--- src/rtl/config_pkg.sv ---
// Shared constants, pointer/count types and elaboration helpers for sync_fifo.
package config_pkg;

  localparam int FIFO_DATA_W_DEF = 8;
  localparam int FIFO_DEPTH_DEF  = 16;
  localparam int FIFO_ADDR_W_DEF = $clog2(FIFO_DEPTH_DEF);

  // Extra MSB on pointers distinguishes full from empty after a wrap.
  typedef logic [FIFO_ADDR_W_DEF:0] fifo_ptr_t;
  typedef logic [FIFO_ADDR_W_DEF:0] fifo_cnt_t;

  function automatic bit is_pow2(input int v);
    return (v > 0) && ((v & (v - 1)) == 0);
  endfunction

endpackage

--- src/rtl/sync_fifo_mem.sv ---
// DEPTH x DATA_W storage for sync_fifo: one synchronous write port, one asynchronous read port.
module sync_fifo_mem #(
  parameter int DATA_W = 8,
  parameter int DEPTH  = 16,
  parameter int ADDR_W = $clog2(DEPTH)
) (
  input  logic              clk,
  input  logic              we,
  input  logic [ADDR_W-1:0] waddr,
  input  logic [DATA_W-1:0] wdata,
  input  logic [ADDR_W-1:0] raddr,
  output logic [DATA_W-1:0] rdata
);

  logic [DATA_W-1:0] mem [DEPTH];

  always_ff @(posedge clk) begin
    if (we) mem[waddr] <= wdata;
  end

  assign rdata = mem[raddr];

endmodule

--- src/rtl/sync_fifo.sv ---
// Parametrised single-clock FIFO with occupancy count, almost flags and overflow/underflow pulses.
// Define FIFO_FWFT_EN for first-word-fall-through output; default build registers dout on reads.
module sync_fifo
  import config_pkg::*;
#(
  parameter int DATA_W    = FIFO_DATA_W_DEF,
  parameter int DEPTH     = FIFO_DEPTH_DEF,
  parameter int AF_THRESH = 12,
  parameter int AE_THRESH = 2
) (
  input  logic                     clk,
  input  logic                     rst,
  input  logic                     wr,
  input  logic [DATA_W-1:0]        din,
  input  logic                     rd,
  output logic [DATA_W-1:0]        dout,
  output logic                     empty,
  output logic                     full,
  output logic [$clog2(DEPTH):0]   count,
  output logic                     almost_full,
  output logic                     almost_empty,
  output logic                     overflow,
  output logic                     underflow
);

  localparam int ADDR_W = $clog2(DEPTH);
  localparam logic [ADDR_W:0] PTR_ONE  = 1;
  localparam logic [ADDR_W:0] WRAP_BIT = {1'b1, {ADDR_W{1'b0}}};
  localparam logic [ADDR_W:0] AF_T     = AF_THRESH[ADDR_W:0];
  localparam logic [ADDR_W:0] AE_T     = AE_THRESH[ADDR_W:0];

  if (DEPTH < 2 || !is_pow2(DEPTH)) begin : g_bad_depth
    $error("sync_fifo: DEPTH (%0d) must be a power of two >= 2", DEPTH);
  end
  if (AF_THRESH < 1 || AF_THRESH > DEPTH) begin : g_bad_af
    $error("sync_fifo: AF_THRESH (%0d) must be in 1..DEPTH", AF_THRESH);
  end
  if (AE_THRESH < 0 || AE_THRESH > DEPTH - 1) begin : g_bad_ae
    $error("sync_fifo: AE_THRESH (%0d) must be in 0..DEPTH-1", AE_THRESH);
  end

  logic [ADDR_W:0]   wr_ptr, rd_ptr;
  logic              wr_acc, rd_acc;
  logic [DATA_W-1:0] mem_rdata;

  assign empty  = (wr_ptr == rd_ptr);
  assign full   = ((wr_ptr ^ rd_ptr) == WRAP_BIT);
  assign wr_acc = wr && !full;
  assign rd_acc = rd && !empty;

  // Pointer difference is exact over 0..DEPTH thanks to the wrap bit.
  assign count        = wr_ptr - rd_ptr;
  assign almost_full  = (count >= AF_T);
  assign almost_empty = (count <= AE_T);

  always_ff @(posedge clk or posedge rst) begin
    if (rst) begin
      wr_ptr    <= '0;
      rd_ptr    <= '0;
      overflow  <= 1'b0;
      underflow <= 1'b0;
    end else begin
      if (wr_acc) wr_ptr <= wr_ptr + PTR_ONE;
      if (rd_acc) rd_ptr <= rd_ptr + PTR_ONE;
      overflow  <= wr && full;
      underflow <= rd && empty;
    end
  end

  sync_fifo_mem #(
    .DATA_W (DATA_W),
    .DEPTH  (DEPTH),
    .ADDR_W (ADDR_W)
  ) u_mem (
    .clk   (clk),
    .we    (wr_acc),
    .waddr (wr_ptr[ADDR_W-1:0]),
    .wdata (din),
    .raddr (rd_ptr[ADDR_W-1:0]),
    .rdata (mem_rdata)
  );

`ifdef FIFO_FWFT_EN
  assign dout = empty ? '0 : mem_rdata;
`else
  always_ff @(posedge clk or posedge rst) begin
    if (rst)         dout <= '0;
    else if (rd_acc) dout <= mem_rdata;
  end
`endif

endmodule

--- config.mk ---
export PLATFORM = sky130hd
export DESIGN_NAME = sync_fifo
export DESIGN_NICKNAME = d
export VERILOG_FILES = /design/src/rtl/config_pkg.sv /design/src/rtl/sync_fifo_mem.sv /design/src/rtl/sync_fifo.sv
export SDC_FILE = /design/constraint.sdc
export NUM_CORES = 1
export LEC_CHECK = 0
export CAP_MARGIN = 40
export CORE_MARGIN = 2
export CORE_UTILIZATION = 30
export DETAILED_ROUTE_END_ITERATION = 8
export GPL_ROUTABILITY_DRIVEN = 0
export PLACE_DENSITY_LB_ADDON = 0.05
export SYNTH_ARGS = -nofsm -noshare
export SYNTH_HDL_FRONTEND = slang
export SYNTH_HIERARCHICAL = 1
export SYNTH_SLANG_ARGS = --single-unit
--- constraint.sdc ---
create_clock -name clk -period 3.6 [get_ports clk]
set_clock_uncertainty 0.05 [all_clocks]
set_input_delay 0.72 -clock clk [delete_from_list [all_inputs] [get_ports clk]]
set_output_delay 0.72 -clock clk [all_outputs]
set_load 0.01 [all_outputs]
# [After elaboration in Yosys (flattened, before gate mapping)]
# Memory sizes are Yosys's and may differ from the RTL's. A register that Yosys moved wholly into a read port is not among the register bits.
# Index checks and enable logic that the tools add are counted.
[word_totals] ramBits=128 memories=1 ff_bits=12 word_cells=21
[classes] muxes=2 order_cmp=2 reduce_logical=6 n_bitwise=1 n_eq_ne=2 n_addsub=3
[mem_list] memory="u_mem.mem" depth=16 word_bits=8 rd=1 rd_clocked_by_memory_dff=1 wr=1 line="sync_fifo_mem.sv:15" source="logic [DATA_W-1:0] mem [DEPTH];"
[op_table] cell="5-bit by 1-bit adder with 5-bit output (second input constant)" n=2
[op_table] cell="5-bit equality test" n=1
[op_table] cell="5-bit equality test (second input constant)" n=1
[op_table] cell="5-bit by 4-bit >= comparator with 1-bit output (second input constant)" n=1
[op_table] cell="5-bit by 2-bit less-or-equal comparator with 1-bit output (second input constant)" n=1
[op_table] cell="5-bit subtractor" n=1
[op_table] cell="5-bit XOR" n=1
[op_table] cell="1-bit logical AND" n=4
[op_table] cell="1-bit zero test" n=2
[op_table] cell="1-bit two-way mux" n=2

# [Longest topological paths before layout]
[depth] word_depth=6 mapped_depth=7 ltp_nobuf=7

# [Hierarchy]
# Netlist, hierarchy kept.
[by_module_without_submodules] mod="sync_fifo_mem" instances=1 cells_per_inst=221 seq_area_each_um2=3843.7 area_per_inst_um2=4987.3
[by_module_without_submodules] mod="sync_fifo" instances=1 cells_per_inst=87 seq_area_each_um2=500.5 area_per_inst_um2=1067.3

# [Worst setup path before layout]
# No wires, ideal clock.
[synth_timing] path_kind="register to register" from="reg wr_ptr[0]" to="mem u_mem.mem[0][0], enable pin" synth_period_minus_slack_ps=2791 path_slack_ps=809 arrival_ps=2357 path_stages_with_launch=8 setup_ps=383 path_buffers=0 path_cell_list="dfrtp_1 inv_1 ha_1 nand4_4 o21ai_1 inv_1 or3b_2 nor3_1"
[synth_via] elab_chain_cells=6
[synth_lines] element="from (decl)" line="sync_fifo.sv:42" source="logic [ADDR_W:0] wr_ptr, rd_ptr;"
[synth_lines] element="from (signal assigned)" line="sync_fifo.sv:63" source="if (wr_acc) wr_ptr <= wr_ptr + PTR_ONE;"
[synth_lines] element="5-bit XOR" line="sync_fifo.sv:47" source="assign full = ((wr_ptr ^ rd_ptr) == WRAP_BIT);"
[synth_lines] element="5-bit equality test" line="sync_fifo.sv:47"
[synth_lines] element="1-bit zero test" line="sync_fifo.sv:48" source="assign wr_acc = wr && !full;"
[synth_lines] element="1-bit logical AND" line="sync_fifo.sv:48"
[synth_lines] element="net wr_acc" line="sync_fifo.sv:43" source="logic wr_acc, rd_acc;"
[synth_lines] element="1-bit two-way mux" line="sync_fifo_mem.sv:18" source="if (we) mem[waddr] <= wdata;"
[synth_lines] element="1-bit two-way mux (implied by the code)" line="sync_fifo_mem.sv:18"
[synth_lines] element="to (decl)" line="sync_fifo_mem.sv:15"
# The timed path passes the listed nets, and every way through them passes these cells.

# [Worst setup path after layout]
[layout_timing] from="reg wr_ptr[0]" to="out almost_empty"
[layout_via] elab_chain_cells=2
[layout_lines] element="5-bit subtractor" line="sync_fifo.sv:52" source="assign count = wr_ptr - rd_ptr;"
[layout_lines] element="5-bit by 2-bit less-or-equal comparator with 1-bit output" line="sync_fifo.sv:54" source="assign almost_empty = (count <= AE_T);"
[layout_lines] element="to (decl)" line="sync_fifo.sv:21" source="output logic almost_empty,"
# No other way between the ends.

==> results.sh <==
export IMPL_synth_fa_ha_area_share_pct=1.57
export IMPL_hold_path_class="flop to flop"
export IMPL_whs_ps=453
export IMPL_cp_end_kind="output pin"
export IMPL_diodes=0
export IMPL_cts_made_buffers=17
export IMPL_synth_nets=327
export IMPL_synth_area_top_cells="edfxtp_1 (63%), dfrtp_1 (8.3%), mux4_2 (6.7%)"
export IMPL_viasPerCell=4.73
export IMPL_hold_viol_final=0
export IMPL_routed_wl_mm=13.6
export IMPL_avgSynthCellArea_um2=19.7
export IMPL_grt_pass1_vias=3261
export IMPL_insertion_delay_ps=420
export IMPL_muxShareOfSynthArea_pct=14.6
export IMPL_yosys_area_share_simple_pct=4.40
export IMPL_grt_pass1_wl_mm=20.6
export IMPL_synthXorXnorAreaFrac_pct=1.72
export IMPL_regToRegSetupSlack_ps=910
export IMPL_antenna_found_initial=0
export IMPL_vdd_ir_drop_worst_v=0.000387
export IMPL_rsz0062_at_grt="no"
export IMPL_relSlewSlack_pct=48.3
export IMPL_synth_seq_cells=148
export IMPL_htree_num_levels=4
export IMPL_p_sw_share_pct=32.5
export IMPL_tightest_slew_ps=774
export IMPL_p_leak_nw=2.51
export IMPL_drc=0
export IMPL_crit_top_cell="inv_1"
export IMPL_min_period_ps=3360
export IMPL_combPwrFrac_pct=37.0
export IMPL_internal_power_w=0.00423
export IMPL_ant_nets=0
export IMPL_outcome="complete, no violations"
export IMPL_synth_ff_type="edfxtp_1"
export IMPL_grt_max_degree=36
export IMPL_finalSetupViolations=0
export IMPL_cp_arrival_ps=2590
export IMPL_period_share_pct=93.5
export IMPL_layout_nets=389
export IMPL_cts_sinks=148
export IMPL_synth_edf_count=128
export IMPL_clkTransAtPathRegs_ps=60
export IMPL_synth_top_cell_by_area="edfxtp_1"
export IMPL_yosysTopAreaCellShare_pct=63.5
export IMPL_chipWidth_um=146
export IMPL_post_synth_num_cell_types=37
export IMPL_core_rowCount=51
export IMPL_path_cells="inv_1 -> ha_1 -> inv_1 -> fa_1 -> xnor2_2 -> a21boi_0 -> o221a_2 -> clkdlybuf4s50_1"
export IMPL_initial_utilization_pct=30.8
export IMPL_overflow=0
export IMPL_vias=3067
export IMPL_critPathBufInv=3
export IMPL_drt_iter0_drc=171
export IMPL_path_class="flop to output pin"
export IMPL_p_switching_w=0.00203
export IMPL_port_buffers=30
export IMPL_cp_top_family="buffers and inverters"
export IMPL_clockBufferDepth=2
export IMPL_core_area_mm2=0.0197
export IMPL_die_area_mm2=0.0213
export IMPL_cp_max_fo=3
export IMPL_cts_tree="yes"
export IMPL_ioPinCount=31
export IMPL_crit_path_top_delay_cell="clkdlybuf4s50_1"
export IMPL_hold_buffers=0
export IMPL_yosysWarnings=6
export IMPL_synth_compound_area_share_pct=3.95
export IMPL_drv_slew=0
export IMPL_die_h_um=146
export IMPL_cts_root_buffer="clkbuf_16"
export IMPL_max_freq_ghz=0.297
export IMPL_tns_ps=0
export IMPL_pwr_share_clk_pct=26.5
export IMPL_p_per_area_mw_per_mm2=853
export IMPL_critPathMaxStageDelay_ps=520
export IMPL_dp_final_hpwl_mm=8.33
export IMPL_synth_top_family_by_area="multiplexers"
export IMPL_ys_seq_area_share_pct=71.8
export IMPL_drive_gt1_share_pct=23.2
export IMPL_area_growth_pct=21.3
export IMPL_first_pass_iters=4
export IMPL_cap_violations=0
export IMPL_syn_inst=308
export IMPL_synth_area_mm2=0.00605
export IMPL_seqPwrFrac_pct=36.5
export IMPL_synth_async_reset_ratio_pct=13.5
export IMPL_required_ps=2830
export IMPL_setup_worst_path_start_class="flop"
export IMPL_wire_per_inst_um=21.0
export IMPL_track_usage_pct=13.4
==> what timing repair did <==
item	in CTS	in global routing
resized for setup	0	3
endpoints found under the setup margin	0	2
setup buffers	0	2
==> area by class of cell <==
class | instances | area (um2)
well taps | 265 | 332
clock inverters | 8 | 67.6
flip-flops and latches | 148 | 4350
inverters | 9 | 33.8
clock buffers | 24 | 492
repair buffers | 53 | 473
fillers | 1861 | 12300
multi-input cells | 141 | 1600
==> cell usage after synthesis, types with 3 or more instances <==
master           count
a21oi_1              3
a22oi_1             16
and2_1               5
buf_2                3
buf_6                3
clkdlybuf4s25_2      3
dfrtp_1             20
edfxtp_1           128
ha_1                 6
inv_1                9
mux2_2              10
mux4_1              14
mux4_2              18
nand2_1              9
nand3b_1             3
nor2_1              17
nor3_1               4
o211ai_1             4
xnor2_1             10
==> sequential cells by signal, indices dropped and copies added (netlist names) <==
name       count
overflow       1
u_mem/mem    128
dout           8
rd_ptr         5
underflow      1
wr_ptr         5
==> final timing paths <==
path                                start         endpoint  cells past startpoint
max in group asynchronous             rst        wr_ptr[0]                      3
worst min-delay path              dout[2]          dout[2]                      1
worst max register to register  wr_ptr[1]  u_mem/mem[0][1]                      7
worst max-delay path            wr_ptr[0]     almost_empty                      8
min in group asynchronous             rst          dout[5]                      2
worst min register to register    dout[2]          dout[2]                      1
==> stage by stage <==
stage | power [W] | cell area (um2) | util (%) | std cells | setup WS, ps
2_1_floorplan | 0.00378 | 6050 | - | 308 | 809
3_3_place_gp | 0.00463 | 6740 | 34.3 | 612 | 532
3_5_place_dp | 0.00465 | 6760 | 34.4 | 614 | 477
4_1_cts | 0.00633 | 7320 | 37.2 | 646 | 18.9
5_1_grt | 0.00663 | 7340 | 37.4 | 648 | 5.40
6_report | 0.00626 | 7340 | 37.4 | 648 | 236
==> layout by cell type, fill, tap and decap left out, drive strengths merged, types with 3 or more instances in the layout <==
| cell type | count |
|---|---|
| edfxtp | 128 |
| mux4 | 32 |
| clkdlybuf4s50 | 30 |
| clkbuf | 24 |
| buf | 23 |
| dfrtp | 20 |
| nor2 | 17 |
| a22oi | 16 |
| inv | 13 |
| mux2 | 10 |
| xnor2 | 10 |
| nand2 | 9 |
| ha | 6 |
| and2 | 5 |
| o211ai | 4 |
| clkinvlp | 4 |
| nor3 | 4 |
| nand3b | 3 |
| a21oi | 3 |
| and3 | 3 |
==> routing by layer <==
layer | global-route usage (%) | vias up | part of all wire (%)
met1 | 17.3 | 1609 | 47
li1 | - | 1382 | -
met5 | 0 | - | 0
met2 | 21.7 | 56 | 48
met4 | 5.05 | 0 | 1.8
met3 | 3.78 | 20 | 3.3
==> power by group through the flow <==
| stage | Clock, W | Sequential, W | Combinational [W] |
|---|---|---|---|
| floorplan | 0 | 0.00232 | 0.00147 |
| global placement | 0 | 0.00233 | 0.00230 |
| detailed placement | 0 | 0.00234 | 0.00231 |
| CTS | 0.00170 | 0.00231 | 0.00232 |
| global route | 0.00179 | 0.00232 | 0.00253 |
| finish | 0.00166 | 0.00229 | 0.00231 |
==> cells by family after synthesis <==
family,count (synthesis)
flops,148
simple gates,50
mux,42
compound gates,31
buf+inv,19
xor+xnor,11
fa+ha+maj,7
==> worst register-to-register path, stage by stage, from the launching register on <==
cell	delay [ps]
dfrtp_1	520
ha_1	410
nand4_4	200
o21ai_1	150
inv_1	160
or3b_2	510
nor3_1	150
buf_4	240
No activity file was read; power rests on OpenSTA's default activity.
